## config.mk

```make
export PLATFORM = sky130hd
export DESIGN_NAME = backscatter_enc
export DESIGN_NICKNAME = d
export VERILOG_FILES = /design/src/rtl/backscatter_enc.sv
export SDC_FILE = /design/constraint.sdc
export NUM_CORES = 1
export LEC_CHECK = 0
export CAP_MARGIN = 5
export CORE_UTILIZATION = 55
export DETAILED_ROUTE_END_ITERATION = 10
export GPL_TIMING_DRIVEN = 1
export PLACE_DENSITY = 0.85
export SKIP_CTS_REPAIR_TIMING = 1
export SLEW_MARGIN = 30
export SYNTH_ARGS = -nofsm -noshare
export SYNTH_HDL_FRONTEND = slang
export SYNTH_SLANG_ARGS = --single-unit
```

## constraint.sdc

```tcl
create_clock -name clk -period 4.1 [get_ports clk]
set_input_delay 0.82 -clock clk [delete_from_list [all_inputs] [get_ports clk]]
set_output_delay 0.82 -clock clk [all_outputs]
set_load 0.05 [all_outputs]
```

## src/rtl/backscatter_enc.sv

```systemverilog
// -----------------------------------------------------------------------------
// backscatter_enc
//
// Tag-side baseband encoder. Takes the serial reply bit stream from the output
// controller and drives the backscatter modulator with FM0 or Miller-subcarrier
// (M = 2/4/8) symbols. Bit timing is counted in half-BLF ticks; the encoder
// also produces the one-cycle bit-rate strobe that paces the output controller.
//
// Handshake: the encoder is the timing master. o_datarate_ocu pulses on the
// last tick of every bit period. The controller presents the next bit on that
// edge, and the encoder samples it at the following tc==0 tick. There is no
// back-pressure.
//
// Ports:
//   clk             in   tag system clock
//   rst_n           in   asynchronous active-low reset
//   i_blf_tick      in   one-cycle pulse per half subcarrier period
//   i_m_dec[1:0]    in   00 FM0, 01 Miller M=2, 10 M=4, 11 M=8
//   i_clear_cu      in   synchronous abort; returns to IDLE with tc=0
//   i_enable_mod    in   reply bit stream active
//   i_data_ocu      in   current reply bit
//   i_mblf_mod      in   current bit is a Miller pilot bit (sent as data-0)
//   i_violate_mod   in   current bit carries the FM0 preamble violation
//   o_datarate_ocu  out  strobe on the last tick of each bit period
//   o_mod           out  modulator drive
//   o_busy          out  high while a reply is being encoded (FSM state)
// -----------------------------------------------------------------------------
module backscatter_enc (
  input  logic       clk,
  input  logic       rst_n,
  input  logic       i_blf_tick,
  input  logic [1:0] i_m_dec,
  input  logic       i_clear_cu,
  input  logic       i_enable_mod,
  input  logic       i_data_ocu,
  input  logic       i_mblf_mod,
  input  logic       i_violate_mod,
  output logic       o_datarate_ocu,
  output logic       o_mod,
  output logic       o_busy
);

  typedef enum logic {
    ST_IDLE   = 1'b0,
    ST_ACTIVE = 1'b1
  } state_e;

  state_e     state_q, state_d;
  logic [3:0] tc_q, tc_d;
  logic [1:0] mreg_q, mreg_d;
  logic       bit_q, bit_d;
  logic       lvl_q, lvl_d;
  logic       b_q, b_d;
  logic       sc_q, sc_d;
  logic       prev_bit_q, prev_bit_d;

  logic [3:0] tc_last;
  logic [3:0] tc_half;
  logic       is_miller;
  logic       at_zero;
  logic       at_last;
  logic       at_half;
  logic       new_bit;

  // Period decode: T-1 and M (the mid-bit tick of a Miller symbol).
  always_comb begin
    tc_last   = 4'd1;
    tc_half   = 4'd0;
    is_miller = 1'b0;
    case (mreg_q)
      2'b00: begin tc_last = 4'd1;  tc_half = 4'd0; is_miller = 1'b0; end
      2'b01: begin tc_last = 4'd3;  tc_half = 4'd2; is_miller = 1'b1; end
      2'b10: begin tc_last = 4'd7;  tc_half = 4'd4; is_miller = 1'b1; end
      2'b11: begin tc_last = 4'd15; tc_half = 4'd8; is_miller = 1'b1; end
      default: begin tc_last = 4'd1; tc_half = 4'd0; is_miller = 1'b0; end
    endcase
  end

  assign at_zero = (tc_q == 4'd0);
  assign at_last = (tc_q == tc_last);
  assign at_half = (tc_q == tc_half);
  // Pilot bits are encoded as data-0.
  assign new_bit = i_data_ocu & ~i_mblf_mod;

  // FSM: state register.
  always_ff @(posedge clk or negedge rst_n) begin
    if (!rst_n) begin
      state_q <= ST_IDLE;
    end else begin
      state_q <= state_d;
    end
  end

  // FSM: next-state logic. Both transitions happen only on a tc==0 tick.
  always_comb begin
    state_d = state_q;
    if (i_clear_cu) begin
      state_d = ST_IDLE;
    end else if (i_blf_tick && at_zero) begin
      state_d = i_enable_mod ? ST_ACTIVE : ST_IDLE;
    end
  end

  // FSM: outputs. The strobe is suppressed when an abort lands on the tick.
  always_comb begin
    o_datarate_ocu = i_blf_tick & ~i_clear_cu & at_last;
    o_busy         = (state_q == ST_ACTIVE);
    o_mod          = is_miller ? (b_q ^ sc_q) : lvl_q;
  end

  // Datapath next-state: tick counter, mode register and symbol generators.
  always_comb begin
    tc_d       = tc_q;
    mreg_d     = mreg_q;
    bit_d      = bit_q;
    lvl_d      = lvl_q;
    b_d        = b_q;
    sc_d       = sc_q;
    prev_bit_d = prev_bit_q;

    if (i_clear_cu) begin
      tc_d       = 4'd0;
      lvl_d      = 1'b0;
      b_d        = 1'b0;
      sc_d       = 1'b0;
      prev_bit_d = 1'b1;
    end else if (i_blf_tick) begin
      tc_d = at_last ? 4'd0 : tc_q + 4'd1;

      // Mode can only change between replies, on a bit boundary.
      if (state_q == ST_IDLE && at_zero) begin
        mreg_d = i_m_dec;
      end

      if (state_d == ST_ACTIVE) begin
        sc_d = ~sc_q;
        if (at_zero) begin
          // Bit boundary: decisions use the bit that is starting now. The
          // violation flag only matters here, so it is not stored.
          bit_d = new_bit;
          if (!i_violate_mod) begin
            lvl_d = ~lvl_q;
          end
          if (!new_bit && !prev_bit_q) begin
            b_d = ~b_q;
          end
          prev_bit_d = new_bit;
        end else begin
          if (tc_q == 4'd1 && !bit_q) begin
            lvl_d = ~lvl_q;
          end
          if (is_miller && at_half && bit_q) begin
            b_d = ~b_q;
          end
        end
      end else begin
        lvl_d      = 1'b0;
        b_d        = 1'b0;
        sc_d       = 1'b0;
        prev_bit_d = 1'b1;
      end
    end
  end

  always_ff @(posedge clk or negedge rst_n) begin
    if (!rst_n) begin
      tc_q       <= 4'd0;
      mreg_q     <= 2'b00;
      bit_q      <= 1'b0;
      lvl_q      <= 1'b0;
      b_q        <= 1'b0;
      sc_q       <= 1'b0;
      prev_bit_q <= 1'b1;
    end else begin
      tc_q       <= tc_d;
      mreg_q     <= mreg_d;
      bit_q      <= bit_d;
      lvl_q      <= lvl_d;
      b_q        <= b_d;
      sc_q       <= sc_d;
      prev_bit_q <= prev_bit_d;
    end
  end

endmodule

```

==> qor.csv, run 1 <==
metric;value;unit
Gate Count Post-Synth;100;
sw frac;0.349;
Routed WL;1.71;mm
register area share after synthesis;0.344;
actual slew at the worst max-slew pin;0.558;ns
logic gate share of total power;0.299;
Final GP Congestion;0.891;
setup TNS;0;ns
Hold Vio Cnt, Final;0;
Max Transition Viols Final;0;
DIE AREA;1760;sq um
CP arrival;2.51;ns
syn avg cell area;8.76;sq um
peak supply drop;0.000251;V
die span in y;41.9;microns
number of synthesized flops with an enable pin;0;
sequential power share;0.462;
num rows;14;
synth warn;0;
Clock Power Share;0.239;
final net count;127;
Max Cap Viol;0;
Req. time, crit path;3.28;ns
Max FO, Critical Path;8;
first-pass iteration count of the detailed router;6;
grt ovf;0;
PnR worst setup slack;0.766;ns
Synth Register Bits;12;
H-tree depth;1;
post-layout min period;3.33;ns
Setup-failing EPs final;0;
P per Cell Area;325;nW/um^2
hold crit path type;flip-flop to flip-flop;
Area growth syn-to-layout;16.6;%
CTS tree;built;
diode count;0;
CP Class;input pin to output port;
Num CTS Buffers;3;
GRT Total Usage;0.220;
core box area;1490;sq um
starting density of the core;0.588;
status;finished clean;
final period utilization;0.813;
nature of the critical path startpoint;input pin;
Filler cells;133;
worst skew pair latency;0.28;ns
initial antenna violation count;0;
Die Width;41.9;microns
Place WS;0.777;ns
Clock transition at path regs;0.07;ns
P_leak;0.413;nW
Final Util;0.686;
vias per inst;5.89;
Crit. End Element;output port;
share of cells above drive strength 1;0.0619;
Sink Count;12;
vias in the first global route;712;
Top FF cell, synth;dfrtp_1;
Psw;0.116;mW
RSZ-0062 raised after global routing;no;
drt drc;0;
final antenna-violating net count;0;
Clock Path Buffers;2;
slew margin rel.;0.627;
vias after detailed routing;760;
dpl hpwl;1.28;mm
Synth Cell Area;876;sq um
wire length per cell;13.3;microns
syn nets;113;
clock skew;0.00726;ns
FFs w/ async S/R, synth;1.00;
Peak Freq;0.300;GHz
clk root buf;clkbuf_4;
DRT iter0 DRCs;25;
library cells used by synthesis;41;
IO buf count;12;
first-pass GRT wire length;2.95;mm
IO Pins;13;
pin count of the biggest net entering global routing;14;
internal power;0.216;mW
final timing paths:
path                             from              to  slack, ns  depth (start not counted)
min in group asynchronous       rst_n       mreg_q[0]       0.89                          1
min                        prev_bit_q      prev_bit_q       0.52                          2
max reg2reg                   tc_q[1]       mreg_q[1]       2.24                          5
min reg2reg                prev_bit_q      prev_bit_q       0.52                          2
max                        i_clear_cu  o_datarate_ocu       0.77                          4
max in group asynchronous       rst_n      prev_bit_q       2.83                          1
stage by stage:
stage          instances  instance area [sq um]  power [mW]  hold slack (ns)
2_1_floorplan        100                    876       0.228            0.482
3_3_place_gp         125                    995       0.251            0.495
3_5_place_dp         125                    995       0.254            0.515
4_1_cts              129                   1020       0.333            0.527
5_1_grt              129                   1020       0.350            0.568
6_report             129                   1020       0.332            0.520
power groups by stage:
stage | sequential [mW] | combinational [mW] | clock [mW]
floorplan | 0.148 | 0.0798 | 0
global placement | 0.154 | 0.0967 | 0
detailed placement | 0.155 | 0.0988 | 0
CTS | 0.153 | 0.0996 | 0.0800
global route | 0.156 | 0.109 | 0.0843
finish | 0.153 | 0.0992 | 0.0794
metal layers:
layer,share of wire,up-vias,track usage
li1,-,384,-
met1,0.50,355,0.303
met2,0.45,19,0.338
met3,0.039,2,0.0391
met4,0.0082,0,0.0968
met5,0,-,0
synthesized netlist by cell type (all sizes together) (2+ instances only):
library cell	number	area, sq um
dfrtp	11	275
nor2	11	41.3
nand2	10	37.5
inv	7	26.3
o21ai	7	35.0
a21oi	6	30.0
nand2b	4	25.0
buf	3	21.3
ha	3	37.5
mux2	3	33.8
nor2b	3	18.8
nor3	3	15.0
nand3b	2	15.0
nor3b	2	20.0
or3b	2	20.0
xnor2	2	17.5
placed cells by master (no fill, tap or decap), drive strengths merged, types with 2 or more instances in the layout:
master	netlist	routed
clkdlybuf4s50	0	12
nor2	11	11
dfrtp	11	11
nand2	10	10
inv	7	7
o21ai	7	7
a21oi	6	6
nand2b	4	4
clkbuf	0	4
nor2b	3	3
nor3	3	3
mux2	3	3
ha	3	3
nand3b	2	2
xnor2	2	2
or3b	2	2
nor3b	2	2
cell type report:
cell class	instances	area (sq um)	area share
Tap cell	16	20.0	0.0196
Inverter	7	26.3	0.0257
Sequential cell	12	302	0.295
Multi-Input combinational cell	78	527	0.516
Timing Repair Buffer	12	120	0.118
Clock buffer	4	26.3	0.0257
critical path, stage by stage:
cell and delay [ns]:
clkdlybuf4s50_1 0.53, nand2b_1 0.24, nor2_1 0.11, clkdlybuf4s50_1 0.80
flip-flops by register name, summed over array words and instances, names as in the netlist:
name	flops
tc_q	4
mreg_q	2
b_q	1
bit_q	1
lvl_q	1
o_busy	1
prev_bit_q	1
sc_q	1
cells by family after synthesis:
| kind of cell | Yosys count | synth area share |
|---|---|---|
| compound gates | 23 | 0.194 |
| xor+xnor | 3 | 0.0300 |
| fa+ha+maj | 3 | 0.0429 |
| buf+inv | 10 | 0.0543 |
| flops | 12 | 0.344 |
| mux | 4 | 0.0500 |
| simple gates | 45 | 0.284 |
No activity file was read; power rests on OpenSTA's default activity.
==> inputs of run 2 (changes only) <==
Settings changed: CORE_UTILIZATION 55 to 47, PLACE_DENSITY 0.85 to 0.78.
Clock period 4.1 ns to 3 ns, I/O delays scaled along.
==> qor.csv, run 2 (synthesis gave the netlist of run 1 again) <==
metric;value;unit;change
status;finished clean;;
die span in y;45.2;microns;+7.8%
Area growth syn-to-layout;20.1;%;
PnR Total Power;0.484;mW;+46%
IO Pins;13;;unchanged
core box area;1750;sq um;+17%
placed inst area;1020;sq um;+2.1%
Peak Freq;0.390;GHz;
Max Transition Viols Final;0;;unchanged
Largest regs;tc_q (4), mreg_q (2);;
min-delay src;prev_bit_q;;
worst r2r src;tc_q[1];;
Most flops, register;tc_q;;
final net count;127;;unchanged
hold crit path type;flip-flop to flip-flop;;
Post-Layout Inst Area;1050;sq um;+3.1%
final antenna-violating net count;0;;unchanged
CP max stage delay;0.55;ns;-0.25 ns
Worst path slowest cell;dfrtp_1;;
Sink Count;12;;unchanged
dpl hpwl;1.39;mm;+8.5%
pin count of the biggest net entering global routing;14;;unchanged
vias in the first global route;618;;-13%
grt ovf;0;;unchanged
num rows;15;;+1
post-layout min period;2.56;ns;
initial antenna violation count;0;;unchanged
wire length per cell;13.5;microns;+2.0%
CP delay by family, top;simple AND/OR/NAND/NOR gates;;
cells on worst reg2reg path;5;;unchanged
worst skew pair latency;0.28;ns;about the same
first-pass iteration count of the detailed router;4;;-2
max FFs per register;4;;unchanged
actual slew at the worst max-slew pin;0.569;ns;+0.0108 ns
Clock Path Buffers;2;;unchanged
Crit. End Element;output port;;
P per Cell Area;460;nW/um^2;+42%
worst path bufs/invs;1;;-1
hold worst-path end;prev_bit_q;;
peak supply drop;0.000316;V;+26%
GRT Total Usage;0.202;;-0.0185
Filler cells;148;;+11%
slew margin rel.;0.620;;-0.00720
critical-path cell list;or3b_1 -> a21oi_1 -> o221ai_1 -> nor2_1 -> buf_12;;
starting density of the core;0.502;;-0.0864
final instance count without filler cells;138;;+7.0%
diode count;0;;unchanged
first-pass GRT wire length;2.84;mm;-3.5%
CTS tree;built;;
IO buf count;12;;unchanged
Min-Delay Path Depth;2;;unchanged
Routed WL;1.87;mm;+9.1%
dpl cells;134;;+7.2%
H-tree depth;1;;unchanged
DRT iter0 DRCs;21;;-16%
Max FO, Critical Path;13;;+5
setup TNS;0;ns;unchanged
DIE AREA;2040;sq um;+16%
CP Class;flip-flop to output port;;
vias per inst;5.41;;-8.1%
Req. time, crit path;2.40;ns;-0.88 ns
nature of the critical path startpoint;flip-flop;;
drt drc;0;;unchanged
vias after detailed routing;747;;-1.7%
RSZ-0062 raised after global routing;no;;
Hold Slack;0.511;ns;-0.00906 ns
Die Width;45.2;microns;+7.8%
CP arrival;1.96;ns;-0.55 ns
final period utilization;0.854;;
flop-to-flop setup slack;1.12;ns;-1.12 ns
Setup-failing EPs final;0;;unchanged
Clock transition at path regs;0.08;ns;about the same
P_leak;0.423;nW;+2.6%
clock skew;0.00148;ns;-0.00578 ns
Max Cap Viol;0;;unchanged
clk root buf;clkbuf_4;;
Num CTS Buffers;3;;unchanged
Final GP Congestion;0.843;;-5.4%
most frequent cells in the layout;nor2_1, dfrtp_1, clkdlybuf4s50_1;;
Hold Vio Cnt, Final;0;;unchanged
share of cells above drive strength 1;0.0796;;+0.0177
r2r endpoint;mreg_q[0];;
## run 2: cell types whose count changed in the layout (fill, tap and decap cells not counted)
| cell | previous run | this run |
|---|---|---|
| clkbuf_1 | 1 | 0 |
| clkdlybuf4s50_1 | 12 | 11 |
| buf_12 | 0 | 1 |
| clkbuf_8 | 0 | 1 |
## run 2: through the flow
step           setup WS, ns  utilization
3_5_place_dp          0.637        0.582
6_report              0.437        0.603
2_1_floorplan         0.630            -
5_1_grt               0.334        0.603
4_1_cts               0.436        0.603
3_3_place_gp          0.667        0.582
## run 2: worst min-delay path: cells and delay by family (launching register included)
family,cells,cell delay [ns]
flops,1,0.38
simple gates,1,0.09
compound gates,1,0.05
## run 2: final cells by class
type                       instances  area (sq um)  share of cell area
inverter                           7          26.3              0.0250
multi-input combinational         78           527               0.501
tap                               25          31.3              0.0297
clock buffer                       4          36.3              0.0345
timing repair buffer              12           130               0.124
sequential                        12           302               0.287
## run 2: how the worst max path moves through the flow
stage / depth (start not counted) / slack (ns) / start / end
after floorplan: 5 / 0.63 / mreg_q[1] / o_datarate_ocu
after global placement: 4 / 0.67 / i_clear_cu / o_datarate_ocu
after detailed placement: 4 / 0.64 / i_clear_cu / o_datarate_ocu
after CTS: 5 / 0.44 / tc_q[2] / o_datarate_ocu
after global routing: 5 / 0.33 / tc_q[2] / o_datarate_ocu
final: 5 / 0.44 / tc_q[2] / o_datarate_ocu
## run 2: routing by layer
| metal | global-route usage | part of all wire |
|---|---|---|
| met1 | 0.282 | 0.49 |
| met2 | 0.296 | 0.48 |
| met3 | 0.0360 | 0.019 |
| met4 | 0.103 | 0.011 |
| met5 | 0 | 0 |
## run 2: where the power goes
part	switching (mW)	total [mW]	leakage [nW]	internal, mW
Combinational	0.0751	0.139	0.246	0.0638
Clock	0.0626	0.137	0.0210	0.0739
Sequential	0.0282	0.209	0.156	0.180
Total	0.166	0.484	0.423	0.318
